[src/rtl/gx4000_dma_sequencer.sv]
// Plus-ASIC sound DMA sequencer: scans the three DMA channels on each scanline,
// fetches/executes one instruction per active channel over a shared RAM read
// port and issues single-register PSG writes.
module gx4000_dma_sequencer #(
  parameter int unsigned NUM_CH = 3,
  parameter int unsigned ADDR_W = 16
) (
  input  logic                       clk_sys,
  input  logic                       reset_n,
  input  logic                       plus_mode,
  input  logic                       hsync_tick,
  input  logic [NUM_CH-1:0]          dma_en,
  input  logic [NUM_CH*ADDR_W-1:0]   ch_addr_in,
  input  logic [NUM_CH-1:0]          ch_addr_load,
  input  logic [NUM_CH*8-1:0]        ch_prescale,
  input  logic [NUM_CH-1:0]          irq_clear,
  output logic                       mem_req,
  output logic [ADDR_W-1:0]          mem_addr,
  input  logic                       mem_ack,
  input  logic [15:0]                mem_data,
  output logic                       psg_wr,
  output logic [3:0]                 psg_reg,
  output logic [7:0]                 psg_data,
  input  logic                       psg_busy,
  output logic [NUM_CH*ADDR_W-1:0]   ch_addr_out,
  output logic [NUM_CH-1:0]          ch_active,
  output logic [NUM_CH-1:0]          irq_status,
  output logic                       overrun
);

  localparam int unsigned ChW    = (NUM_CH > 1) ? $clog2(NUM_CH) : 1;
  // 12-bit count times (prescaler + 1) fits in 21 bits
  localparam int unsigned PauseW = 21;

  typedef enum logic [2:0] {
    StIdle,
    StScan,
    StFetch,
    StExec,
    StPsg,
    StNext
  } state_e;

  state_e             state_q, state_d;
  logic [ChW-1:0]     ch_q, ch_d;
  logic               pending_q, pending_d;
  logic               overrun_q, overrun_d;
  logic [15:0]        word_q, word_d;
  logic [3:0]         psg_reg_q, psg_reg_d;
  logic [7:0]         psg_data_q, psg_data_d;

  logic [ADDR_W-1:0]  addr_q      [NUM_CH];
  logic [ADDR_W-1:0]  addr_d      [NUM_CH];
  logic [PauseW-1:0]  pause_q     [NUM_CH];
  logic [PauseW-1:0]  pause_d     [NUM_CH];
  logic [11:0]        loop_cnt_q  [NUM_CH];
  logic [11:0]        loop_cnt_d  [NUM_CH];
  logic [ADDR_W-1:0]  loop_addr_q [NUM_CH];
  logic [ADDR_W-1:0]  loop_addr_d [NUM_CH];
  logic [NUM_CH-1:0]  active_q, active_d;
  logic [NUM_CH-1:0]  irq_q, irq_d;

  logic [7:0]         presc    [NUM_CH];
  logic [ADDR_W-1:0]  addr_in  [NUM_CH];

  // Unpack per-channel slices of the register-file buses
  always_comb begin
    for (int i = 0; i < int'(NUM_CH); i++) begin
      presc[i]   = ch_prescale[i*8 +: 8];
      addr_in[i] = ch_addr_in[i*ADDR_W +: ADDR_W] & ~ADDR_W'(1);
    end
  end

  // Sequencer next state plus per-channel state updates
  always_comb begin
    state_d     = state_q;
    ch_d        = ch_q;
    pending_d   = pending_q;
    overrun_d   = 1'b0;
    word_d      = word_q;
    psg_reg_d   = psg_reg_q;
    psg_data_d  = psg_data_q;
    addr_d      = addr_q;
    pause_d     = pause_q;
    loop_cnt_d  = loop_cnt_q;
    loop_addr_d = loop_addr_q;
    active_d    = active_q;
    // Clear first so an INT executed this cycle wins over irq_clear
    irq_d       = irq_q & ~irq_clear;

    // A tick arriving mid-sequence is queued once; a second one is dropped
    if (!plus_mode) begin
      pending_d = 1'b0;
    end else if (hsync_tick && (state_q != StIdle)) begin
      if (pending_q) overrun_d = 1'b1;
      else           pending_d = 1'b1;
    end

    unique case (state_q)
      StIdle: begin
        if (plus_mode && (hsync_tick || pending_q)) begin
          state_d   = StScan;
          ch_d      = '0;
          // Tick and queued tick together: serve one, keep one queued
          pending_d = hsync_tick & pending_q;
        end
      end
      StScan: begin
        if (!plus_mode) begin
          state_d = StIdle;
        end else if (dma_en[ch_q] && active_q[ch_q]) begin
          if (pause_q[ch_q] != '0) begin
            pause_d[ch_q] = pause_q[ch_q] - PauseW'(1);
            state_d       = StNext;
          end else begin
            state_d = StFetch;
          end
        end else begin
          state_d = StNext;
        end
      end
      StFetch: begin
        if (mem_ack) begin
          if (ch_addr_load[ch_q]) begin
            // Register-file reload wins; the fetched word is discarded
            state_d = StNext;
          end else begin
            word_d        = mem_data;
            addr_d[ch_q]  = addr_q[ch_q] + ADDR_W'(2);
            state_d       = StExec;
          end
        end
      end
      StExec: begin
        state_d = StNext;
        case (word_q[15:12])
          4'h0: begin
            psg_reg_d  = word_q[11:8];
            psg_data_d = word_q[7:0];
            state_d    = StPsg;
          end
          4'h1: begin
            if (word_q[11:0] != 12'd0) begin
              pause_d[ch_q] = PauseW'(word_q[11:0]) * (PauseW'(presc[ch_q]) + PauseW'(1));
            end
          end
          4'h2: begin
            loop_cnt_d[ch_q]  = word_q[11:0];
            loop_addr_d[ch_q] = addr_q[ch_q];
          end
          4'h4: begin
            if (word_q[0] && (loop_cnt_q[ch_q] != 12'd0)) begin
              loop_cnt_d[ch_q] = loop_cnt_q[ch_q] - 12'd1;
              addr_d[ch_q]     = loop_addr_q[ch_q];
            end
            if (word_q[4]) irq_d[ch_q]    = 1'b1;
            if (word_q[5]) active_d[ch_q] = 1'b0;
          end
          default: ;
        endcase
      end
      StPsg: begin
        if (!psg_busy) state_d = StNext;
      end
      StNext: begin
        if (plus_mode && (ch_q != ChW'(NUM_CH - 1))) begin
          ch_d    = ch_q + ChW'(1);
          state_d = StScan;
        end else begin
          state_d = StIdle;
        end
      end
      default: state_d = StIdle;
    endcase

    // Address reloads override anything the sequencer did to that channel
    for (int i = 0; i < int'(NUM_CH); i++) begin
      if (ch_addr_load[i]) begin
        addr_d[i]      = addr_in[i];
        pause_d[i]     = '0;
        loop_cnt_d[i]  = '0;
        loop_addr_d[i] = '0;
        active_d[i]    = 1'b1;
      end
    end
  end

  // State registers with synchronous active-low reset
  always_ff @(posedge clk_sys) begin
    if (!reset_n) begin
      state_q    <= StIdle;
      ch_q       <= '0;
      pending_q  <= 1'b0;
      overrun_q  <= 1'b0;
      word_q     <= '0;
      psg_reg_q  <= '0;
      psg_data_q <= '0;
      active_q   <= '0;
      irq_q      <= '0;
      for (int i = 0; i < int'(NUM_CH); i++) begin
        addr_q[i]      <= '0;
        pause_q[i]     <= '0;
        loop_cnt_q[i]  <= '0;
        loop_addr_q[i] <= '0;
      end
    end else begin
      state_q     <= state_d;
      ch_q        <= ch_d;
      pending_q   <= pending_d;
      overrun_q   <= overrun_d;
      word_q      <= word_d;
      psg_reg_q   <= psg_reg_d;
      psg_data_q  <= psg_data_d;
      active_q    <= active_d;
      irq_q       <= irq_d;
      addr_q      <= addr_d;
      pause_q     <= pause_d;
      loop_cnt_q  <= loop_cnt_d;
      loop_addr_q <= loop_addr_d;
    end
  end

  // Output decode; bus strobes follow the state register only
  always_comb begin
    mem_req  = (state_q == StFetch);
    mem_addr = mem_req ? addr_q[ch_q] : '0;
    psg_wr   = (state_q == StPsg);
    ch_addr_out = '0;
    for (int i = 0; i < int'(NUM_CH); i++) begin
      ch_addr_out[i*ADDR_W +: ADDR_W] = addr_q[i];
    end
  end

  assign psg_reg    = psg_reg_q;
  assign psg_data   = psg_data_q;
  assign ch_active  = active_q;
  assign irq_status = irq_q;
  assign overrun    = overrun_q;

endmodule
[config.mk]
export PLATFORM = sky130hd
export DESIGN_NAME = gx4000_dma_sequencer
export DESIGN_NICKNAME = d
export VERILOG_FILES = /design/src/rtl/gx4000_dma_sequencer.sv
export SDC_FILE = /design/constraint.sdc
export NUM_CORES = 1
export LEC_CHECK = 0
export ABC_AREA = 1
export BUFFER_PORTS_ARGS = -buffer_cell sky130_fd_sc_hd__buf_2
export CELL_PAD_IN_SITES_DETAIL_PLACEMENT = 0
export CELL_PAD_IN_SITES_GLOBAL_PLACEMENT = 2
export CORE_MARGIN = 5
export CORE_UTILIZATION = 35
export DETAILED_ROUTE_END_ITERATION = 12
export GPL_TIMING_DRIVEN = 0
export PLACE_DENSITY = 0.91
export SYNTH_ARGS = -nofsm -noshare
export SYNTH_HDL_FRONTEND = slang
export SYNTH_SLANG_ARGS = --single-unit
export TNS_END_PERCENT = 20
[constraint.sdc]
create_clock -name clk_sys -period 9.81 [get_ports clk_sys]
set_clock_uncertainty 0.2 [all_clocks]
set_input_delay 0 -clock clk_sys [delete_from_list [all_inputs] [get_ports clk_sys]]
set_output_delay 0 -clock clk_sys [all_outputs]
set_load 0.05 [all_outputs]
After elaboration in Yosys (flattened, before gate mapping) --
Index checks and enable logic that the tools add are counted.
Word-level totals: input bits 103, register bits 236, output and inout bits 85, word-level logic and storage cells 207
Operators by class: mux-type cells 80, add/sub/neg operators 5, equality and inequality tests 34, multiply operators 1, magnitude comparators 4, reduce and logical (&&, ||, !) cells 48, bitwise gates (word level) 9
Operators with widths (count):
- $mux 63 | 5
- $mux 48 | 4
- $bwmux 48 | 3
- $mux 16 | 9
- $bwmux 63 | 2
- $pmux 63 s2 | 1
- $pmux 48 s2 | 1
- $bwmux 36 | 2
- $pmux 36 s2 | 1
- $bmux 16 s2 | 2
- $mux 21 | 3
- $bmux 21 s2 | 1
- $demux 21 s2 | 1
- $mux 3 | 13
- $mux 12 | 3
- $mux 36 | 1
- $demux 16 s2 | 1
- $ne 3x3->1 const B | 9
- $reduce_bool 2->1 | 13
- $bmux 12 s2 | 1
- $demux 12 s2 | 1
- $ne 2x2->1 const B | 12
- $reduce_and 3->1 | 8
- $reduce_bool 12->1 | 2
- other kinds (42) | 82

Longest topological paths before layout --
Gate-level depths: netlist of the first run.
word-level depth 10, depth in mapped cells 38, mapped depth without buffers 35

Worst setup path before layout of the first run --
No wires, ideal clock.
kind register to register, start point reg ch_q[0], end point reg pause_q[17] in the netlist's numbering, required time 9499 ps, setup time 111 ps, arrival time 5435 ps, clock period less this slack 5746 ps, buffers on the path 3, stages on the path, launching flop included 37, path slack 4064 ps, cell sequence dfxtp_1 -> buf_4 -> inv_4 -> nand2_4 -> buf_4 -> buf_4 -> o21a_1 -> inv_1 -> ha_1 -> nand2_1 -> nor2_1 -> nand2_1 -> nor2_1 -> inv_1 -> or2_1 -> nor2_4 -> inv_2 -> nor2_1 -> fa_1 -> fa_1 -> fa_1 -> inv_1 -> fa_1 -> inv_1 -> ha_1 -> inv_1 -> o21ai_0 -> a21oi_1 -> nor2_1 -> nor3_1 -> nand2_1 -> nand2_1 -> nand3_1 -> nand2_1 -> inv_1 -> nor2_1 -> nor2_1
On the way: word-level cells in the longest chain between the ends 10, elaborated cells between the ends (all ways) 32, classes of those cells 2 x add/sub; 1 x mul; 2 x order compare; 2 x eq/ne; 20 x mux; 1 x bitwise; 4 x reduce/logical
RTL lines:
- start: declaration | RTL line 45 | logic [ChW-1:0] ch_q, ch_d;
- start signal: assignment | RTL line 208 | ch_q <= ch_d;
- $not 2->3 (implied by the code) | RTL line 112, 113, 144
- $bmux 8 s2, or another cell as far along | RTL line 144 | pause_d[ch_q] = PauseW'(word_q[11:0]) * (PauseW'(presc[ch_q]) + PauseW'(1));
- $mux 8 (implied by the code), or another cell as far along (2 in series) | RTL line 144
- $add 8x1->9, or another cell as far along | RTL line 144
- $mul 12x9->21 / $bwmux 63 (equally long branches) | RTL line 144, 113
- $bwmux 63 / $mux 63 (equally long branches) | RTL line 144, 112
- $mux 63 (on tied branches) | RTL line 143, 111
- $mux 63 (on tied branches) | RTL line 136, 109
- $pmux 63 s2 | RTL line 99 | unique case (state_q)
- end signal: assignment | RTL line 217 | pause_q <= pause_d;
- end: declaration | RTL line 54 | logic [PauseW-1:0] pause_q [NUM_CH];
Parallel ways exist; a longest one is shown, timed or not. The select of a mux whose other input is x is not followed. A chain may end at the register's enable or synchronous reset.

Worst setup path in the final report of the first run --
start point reg ch_q[1], end point reg pause_q[35] in the netlist's numbering
The elaborated chain is that of the path after synthesis.

==> results of run 1 <==
==> cells in the mapped netlist, types with 8 or more instances <==
library cell / instances
nand3_2: 10
dfxtp_1: 236
nand3_1: 170
nand4_1: 20
buf_6: 29
o21ai_2: 11
clkinv_1: 11
nand2_2: 12
o21ai_1: 29
a21oi_1: 200
nor2_2: 14
nor2_1: 401
o21ai_0: 151
ha_1: 48
inv_1: 386
fa_1: 71
nand2_4: 8
buf_1: 10
nor2_4: 8
nor3_1: 10
inv_2: 8
buf_2: 18
xor2_1: 10
or2_2: 13
nand2_1: 633
clkbuf_1: 56
buf_4: 12
==> where the power goes <==
| group | internal [W] | switching [W] | leakage (nW) |
|---|---|---|---|
| combinational | 0.000282 | 0.000706 | 7.85 |
| sequential | 0.000977 | 0.0000186 | 1.91 |
| clock | 0.000668 | 0.000481 | 0.495 |
==> what timing repair did <==
action	CTS	global route
endpoints found under the setup margin	0	0
hold endpoints to repair	93	0
hold buffers	123	0
==> worst register-to-register path, delay by kind of cell (launching register included) <==
kind / cells / cell delay [ps]
adders and majority gates: 6 / 2450
and+or+nand+nor: 15 / 1870
buffers and inverters: 8 / 1070
AOI/OAI and AO/OA: 3 / 740
DFF: 1 / 690
==> worst paths after layout <==
path         slack [ps]     endpoint  cells after the start         from
min                  40   state_q[0]                      8    dma_en[1]
max reg2reg        2680  pause_q[35]                     32      ch_q[1]
max                2680  pause_q[35]                     32      ch_q[1]
min reg2reg         250  pause_q[44]                      2  pause_q[44]
==> logic make-up after synthesis <==
| family | after synthesis |
|---|---|
| AOI/OAI and AO/OA | 441 |
| buffers and inverters | 532 |
| adders and majority gates | 119 |
| and+or+nand+nor | 1315 |
| xor gates and xnor gates | 14 |
| DFF | 236 |
==> per-layer routing <==
| metal | wire (µm) | share of wire | track usage |
|---|---|---|---|
| met5 | 0 | 0 | 0 |
| met4 | 2154 | 0.030 | 0.07478 |
| met3 | 5819 | 0.081 | 0.04292 |
| met2 | 30640 | 0.43 | 0.3908 |
| met1 | 33060 | 0.46 | 0.3761 |
==> area by class of cell <==
cell class                      instances  share of cell area
Multi-Input combinational cell       1889              0.4817
Sequential cell                       236              0.2227
Timing Repair Buffer                  304              0.1007
Inverter                              406             0.07196
Clock buffer                           42             0.04076
Tap cell                              664             0.03917
Buffer                                126             0.03628
Clock inverter                         12            0.006606
==> stage by stage <==
step	cells	hold WS, ps	util	power (W)	worst slack (ps)
floorplan	2657	-59.96	-	0.001631	4064
global placement	3502	55.86	0.3885	0.001943	2825
detailed placement	3502	59.18	0.3885	0.001945	2780
CTS	3679	0.8427	0.4342	0.003125	2715
global route	3679	102.4	0.4342	0.003269	2212
finish	3679	44.27	0.4342	0.003132	2679
==> load_flow_metrics.sql, run 1 <==
INSERT INTO impl_metrics (metric_group, metric, value, unit) VALUES
('run_status', 'outcome', 'finished, final reports clean', ''),
('clocking', 'clk_root_buffer_cell', 'clkbuf_16', ''),
('placement', 'finalWeightedCongestion', '0.9522', ''),
('layout', 'fill_cells', '5324', ''),
('placement', 'io_buffer_count', '181', ''),
('die', 'die-area', '53790', 'µm²'),
('layout', 'antennaDiodeCount', '0', ''),
('drt', 'drt_iter0_drc', '1789', ''),
('logic_synthesis', 'postSynth.asyncResetShare', '0', ''),
('die', 'io_pins', '188', ''),
('logic_synthesis', 'synth.net_count', '2879', ''),
('setup_path', 'arrival', '7400', 'ps'),
('drt', 'routed_wire_length', '71670', 'µm'),
('clocking', 'clkSlewWorstSetupHoldPaths', '60', 'ps'),
('sta', 'fin_tns_setup', '0', 'ps'),
('setup_path', 'critical_path.n_buffers_inverters', '8', ''),
('sta', 'slew_headroom', '0.2612', ''),
('setup_path', 'worst_setup_path_end_kind', 'register', ''),
('logic_synthesis', 'yosysUniqueCellTypes', '57', ''),
('setup_path', 'cpPeakStageDelay', '690', 'ps'),
('global_routing', 'gr-usage-all-layers', '0.2573', ''),
('die', 'die_width', '231.9', 'µm'),
('setup_path', 'timing.critical_path.fanout_max', '10', ''),
('logic_synthesis', 'ys_ff_latch', '236', ''),
('setup_path', 'worstSetupPathType', 'reg -> reg', ''),
('drt', 'routed-via-count', '18582', ''),
('sta', 'min_period', '7131', 'ps'),
('drt', 'via_per_inst', '5.051', ''),
('layout', 'final_common_cell', 'nand2_1', ''),
('logic_synthesis', 'synth_top_cells_by_area', 'dfxtp_1, nand2_1, nor2_1, inv_1, fa_1', ''),
('global_routing', 'grt_max_degree', '16', ''),
('layout', 'post_route_cells_drive_above_1_share', '0.1297', ''),
('sta', 'slew_viol_final', '0', ''),
('drt', 'final_antenna_net_count', '0', ''),
('sta', 'max_freq', '0.1402', 'GHz'),
('min_path', 'hold_path.class', 'in -> reg', ''),
('drt', 'drtPass1Iterations', '6', ''),
('logic_synthesis', 'synth_adder_area_share', '0.1173', ''),
('logic_synthesis', 'synth.largest_area_cell', 'dfxtp_1', ''),
('clocking', 'buffers_from_clock_root_to_sink_at_most', '3', ''),
('clocking', 'cts_resized', '0', ''),
('clocking', 'total_clock_sinks', '236', ''),
('logic_synthesis', 'post_synth_mux_area_share', '0', ''),
('logic_synthesis', 'synth_compound_gate_area_share', '0.1416', ''),
('die', 'core_area', '48850', 'µm²'),
('setup_path', 'crit_path_start_kind', 'register', ''),
('placement', 'dp_hpwl', '54750', 'µm'),
('clocking', 'tritoncts', 'built', ''),
('logic_synthesis', 'synth_top_area_frac', '0.2741', ''),
('layout', 'layout.nets', '3214', ''),
('die', 'rows', '81', ''),
('clocking', 'cts-buffers-inserted', '29', ''),
('job', 'timing.max_cap.violations', '0', ''),
('layout', 'largest_register_ff_count', '63', ''),
('global_routing', 'grt_antenna_before_repair', '1', ''),
('setup_path', 'critical_path.top_delay_family', 'adder cells', ''),
('power', 'leakagePower', '10.26', 'nW'),
('sta', 'final_count_of_hold_timing_violations', '0', ''),
('drt', 'drc_errors', '0', ''),
('setup_path', 'critical_path_required', '10080', 'ps'),
('logic_synthesis', 'yosys.area_share.simple', '0.3263', ''),
('layout', 'layout.area.seq', '4725', 'µm²'),
('logic_synthesis', 'synth.cell_area', '17240', 'µm²'),
('global_routing', 'global_route.overflow_total', '0', ''),
('logic_synthesis', 'post_synthesis_share_of_cell_area_spent_on_xor_and_xnor_gates', '0.007548', ''),
('drt', 'routedWlPerCell', '19.48', 'µm'),
('layout', 'multi_input_combinational_cell_area', '10220', 'µm²'),
('die', 'start_util', '0.3529', ''),
('global_routing', 'via_count_of_the_first_global_routing_pass', '17705', ''),
('logic_synthesis', 'ys.warnings.count', '0', ''),
('global_routing', 'first_pass_grt_wire_length', '106800', 'µm');
(Power assumes the default switching activity.)
==> run 2: changes to the inputs <==
--- a/config.mk
+++ b/config.mk
@@ -10,10 +10,10 @@
 export CELL_PAD_IN_SITES_DETAIL_PLACEMENT = 0
 export CELL_PAD_IN_SITES_GLOBAL_PLACEMENT = 2
 export CORE_MARGIN = 5
-export CORE_UTILIZATION = 35
+export CORE_UTILIZATION = 30
 export DETAILED_ROUTE_END_ITERATION = 12
 export GPL_TIMING_DRIVEN = 0
-export PLACE_DENSITY = 0.91
+export PLACE_DENSITY = 0.83
 export SYNTH_ARGS = -nofsm -noshare
 export SYNTH_HDL_FRONTEND = slang
 export SYNTH_SLANG_ARGS = --single-unit
==> constraint.sdc (replaced) <==
create_clock -name clk_sys -period 5.8 [get_ports clk_sys]
set_clock_uncertainty 0.2 [all_clocks]
set_input_delay 0 -clock clk_sys [delete_from_list [all_inputs] [get_ports clk_sys]]
set_output_delay 0 -clock clk_sys [all_outputs]
set_load 0.05 [all_outputs]
==> run 2 against run 1 <==
- the flow now finishes with violations (setup timing)
- register-to-register slack worse by 2900 ps
- global-route usage down 2.4 points
- fmax up 18%
- total power up 76%
- critical path type unchanged
- count of clock-buffer cells in the layout down 2
- die area up 16%
- largest cell class unchanged
- design area up 6.0%
- core utilization down 3.7 points
- first-iteration DRC count down 4.9%
- flip-flop and latch count unchanged
- highest routed layer unchanged
- hold slack better by 29 ps
- setup slack worse by 2900 ps
==> load_flow_metrics.sql, run 2 (same netlist as run 1, synthesis figures left out) <==
INSERT INTO impl_metrics (metric_group, metric, value, unit) VALUES
('placement', 'io_buffer_count', '181', ''),
('layout', 'instances_no_fill', '3810', ''),
('layout', 'area.growth.synth_to_final', '30.40', '%'),
('placement', 'dp_hpwl', '56850', 'µm'),
('drt', 'routed_wire_length', '75820', 'µm'),
('clocking', 'cts-buffers-inserted', '29', ''),
('layout', 'largest-register', 'pause_q', ''),
('drt', 'via_per_inst', '4.929', ''),
('sta', 'postLayoutSetupSlackWorst', '-233.7', 'ps'),
('job', 'timing.max_cap.violations', '0', ''),
('run_status', 'violations', 'setup timing', ''),
('setup_path', 'most_common_cell_on_crit_path', 'fa_1', ''),
('die', 'io_pins', '188', ''),
('layout', 'post-route-util', '0.3971', ''),
('global_routing', 'gr-usage-all-layers', '0.2329', ''),
('layout', 'multi_input_combinational_cell_area', '10870', 'µm²'),
('setup_path', 'timing.critical_path.slowest_stage_cell', 'fa_1', ''),
('sta', 'tightest_slew', '1326', 'ps'),
('layout', 'largest_register_ff_count', '63', ''),
('die', 'rows', '87', ''),
('sta', 'min_period', '6034', 'ps'),
('layout', 'layout.area.seq', '4730', 'µm²'),
('placement', 'finalWeightedCongestion', '0.9412', ''),
('drt', 'drt_iter0_drc', '1702', ''),
('clocking', 'buffers_from_clock_root_to_sink_at_most', '3', ''),
('setup_path', 'cpPeakStageDelay', '580', 'ps'),
('setup_path', 'critical_path_required', '6070', 'ps'),
('global_routing', 'routing_usage_on_met2', '0.3559', ''),
('drt', 'routed-via-count', '18780', ''),
('global_routing', 'grt_antenna_before_repair', '1', ''),
('clocking', 'total_clock_sinks', '236', ''),
('die', 'die_width', '249.7', 'µm'),
('layout', 'layout.nets', '3252', ''),
('drt', 'drc_errors', '0', ''),
('drt', 'drtPass1Iterations', '6', ''),
('power', 'leakagePower', '10.59', 'nW'),
('clocking', 'clk_root_buffer_cell', 'clkbuf_16', ''),
('power', 'power_per_cell_area', '245.4', 'nW/µm²'),
('clocking', 'insertion_delay_of_the_later_clocked_pin_in_the_worst_skew_pair', '600', 'ps'),
('setup_path', 'timing.critical_path.fanout_max', '10', ''),
('sta', 'worst_hold_slack', '73.54', 'ps'),
('run_status', 'outcome', 'finished with violations', ''),
('clocking', 'tritoncts', 'built', ''),
('drt', 'final_antenna_net_count', '0', ''),
('global_routing', 'top_usage_layer', 'met2', ''),
('setup_path', 'worstSetupPathType', 'reg -> reg', ''),
('power', 'sw_frac_of_total', '0.3822', ''),
('power', 'power.ir.vdd_worst', '0.2059', 'mV'),
('die', 'die-area', '62360', 'µm²'),
('layout', 'final_common_cell', 'nand2_1', ''),
('layout', 'fill_cells', '6083', ''),
('die', 'overall_die_height', '249.7', 'µm'),
('die', 'start_util', '0.3046', ''),
('sta', 'setup-violations-final', '37', ''),
('global_routing', 'grt_max_degree', '20', ''),
('power', 'post-layout-total-power', '0.005516', 'W'),
('power', 'internal_power', '0.003408', 'W'),
('power', 'switchingPower', '0.002108', 'W'),
('layout', 'layout_common_cells', 'nand2_1, nor2_1, inv_1, dfxtp_1, buf_2', ''),
('setup_path', 'crit_path_start_kind', 'register', ''),
('global_routing', 'groute.layer.met3.usage', '0.03550', ''),
('min_path', 'hold_path.class', 'in -> reg', ''),
('power', 'share_comb_of_total_power', '0.337', ''),
('sta', 'slew_viol_final', '0', ''),
('global_routing', 'first_pass_grt_wire_length', '113300', 'µm'),
('sta', 'slew_headroom', '0.1163', ''),
('layout', 'post_route_cells_drive_above_1_share', '0.1802', ''),
('sta', 'final_count_of_hold_timing_violations', '0', ''),
('placement', 'placed_cells_incl_taps', '3594', ''),
('setup_path', 'worst_setup_path_end_kind', 'register', ''),
('clocking', 'clock_tree.htree_level_count', '1', ''),
('sta', 'final_min_period_over_clock_period', '1.040', ''),
('sta', 'rsz0062_at_grt', 'true', ''),
('global_routing', 'via_count_of_the_first_global_routing_pass', '18194', ''),
('drt', 'routedWlPerCell', '19.90', 'µm'),
('global_routing', 'global_route.overflow_total', '0', ''),
('global_routing', 'grt_util_met1', '0.3387', ''),
('sta', 'max_freq', '0.1657', 'GHz'),
('power', 'power_frac_clock', '0.358', ''),
('setup_path', 'arrival', '6300', 'ps'),
('power', 'share_seq_of_total_power', '0.305', ''),
('die', 'core_area', '56600', 'µm²'),
('clocking', 'clkSlewWorstSetupHoldPaths', '70', 'ps');
run 2: cell types whose count changed in the layout (fill, tap and decap cells not counted), moves of 14 or more:
cell,change
a21oi_1,-14
nand2_1,-31
buf_4,+28
inv_1,-17
nand2_2,+26
nor2_1,-16
run 2: worst max-delay path, delay by kind of cell (launching register included):
kind	cells	cell delay, ps
adder cells (fa/ha/maj)	5	2310
flip-flops	1	340
AO/OA/AOI/OAI	1	140
AND/OR/NAND/NOR	12	1440
buffers and inverters	10	1470
run 2: layout make-up:
cell class	instances	share of cell area
multi-input cells	1891	0.4836
flip-flops and latches	236	0.2104
repair buffers	347	0.1128
inverters	406	0.06879
well taps	756	0.04208
plain buffers	119	0.03712
clock buffers	40	0.03679
clock inverters	13	0.008237
diodes	2	0.0002226
run 2: per-stage QoR:
| step | setup WS (ps) | TNS (ps) | area [µm²] |
|---|---|---|---|
| after CTS | -219.2 | -3869 | 22180 |
| after detailed placement | -1372 | -50110 | 19090 |
| after floorplan | 53.50 | 0 | 17240 |
| after global routing | -500.2 | -16750 | 22480 |
| after global placement | -1342 | -49730 | 19090 |
| final | -233.7 | -4724 | 22480 |
run 2: layer usage:
metal / up-vias / wire [µm]
met1: 8897 / 35520
met3: 120 / 5386
met4: 0 / 2518
met2: 687 / 32400
li1: 9076 / -
met5: - / 0
run 2: power by group through the flow:
stage	Sequential, W	Clock [W]	Combinational (W)
2_1_floorplan	0.00179	0	0.000968
3_3_place_gp	0.00172	0	0.00159
3_5_place_dp	0.00172	0	0.00159
4_1_cts	0.00168	0.00201	0.00180
5_1_grt	0.00168	0.00206	0.00199
6_report	0.00168	0.00198	0.00186
run 2: what timing repair did:
| action | in CTS | in global routing |
|---|---|---|
| gates cloned | 1 | 1 |
| hold buffers | 127 | 0 |
| setup endpoints to repair | 51 | 42 |
| buffers inserted | 31 | 8 |
| pin swaps | 39 | 19 |
| hold endpoints to repair | 94 | 0 |
| resized for setup | 143 | 61 |
run 2: path summary, 6_finish.rpt:
path / endpoint / slack, ps / depth (start not counted) / start
max: pause_q[38] / -230 / 28 / ch_q[0]
min: ch_addr_out[7] / 70 / 6 / ch_addr_in[7]
max reg2reg: pause_q[38] / -230 / 28 / ch_q[0]
min reg2reg: loop_cnt_q[18] / 250 / 2 / loop_cnt_q[18]
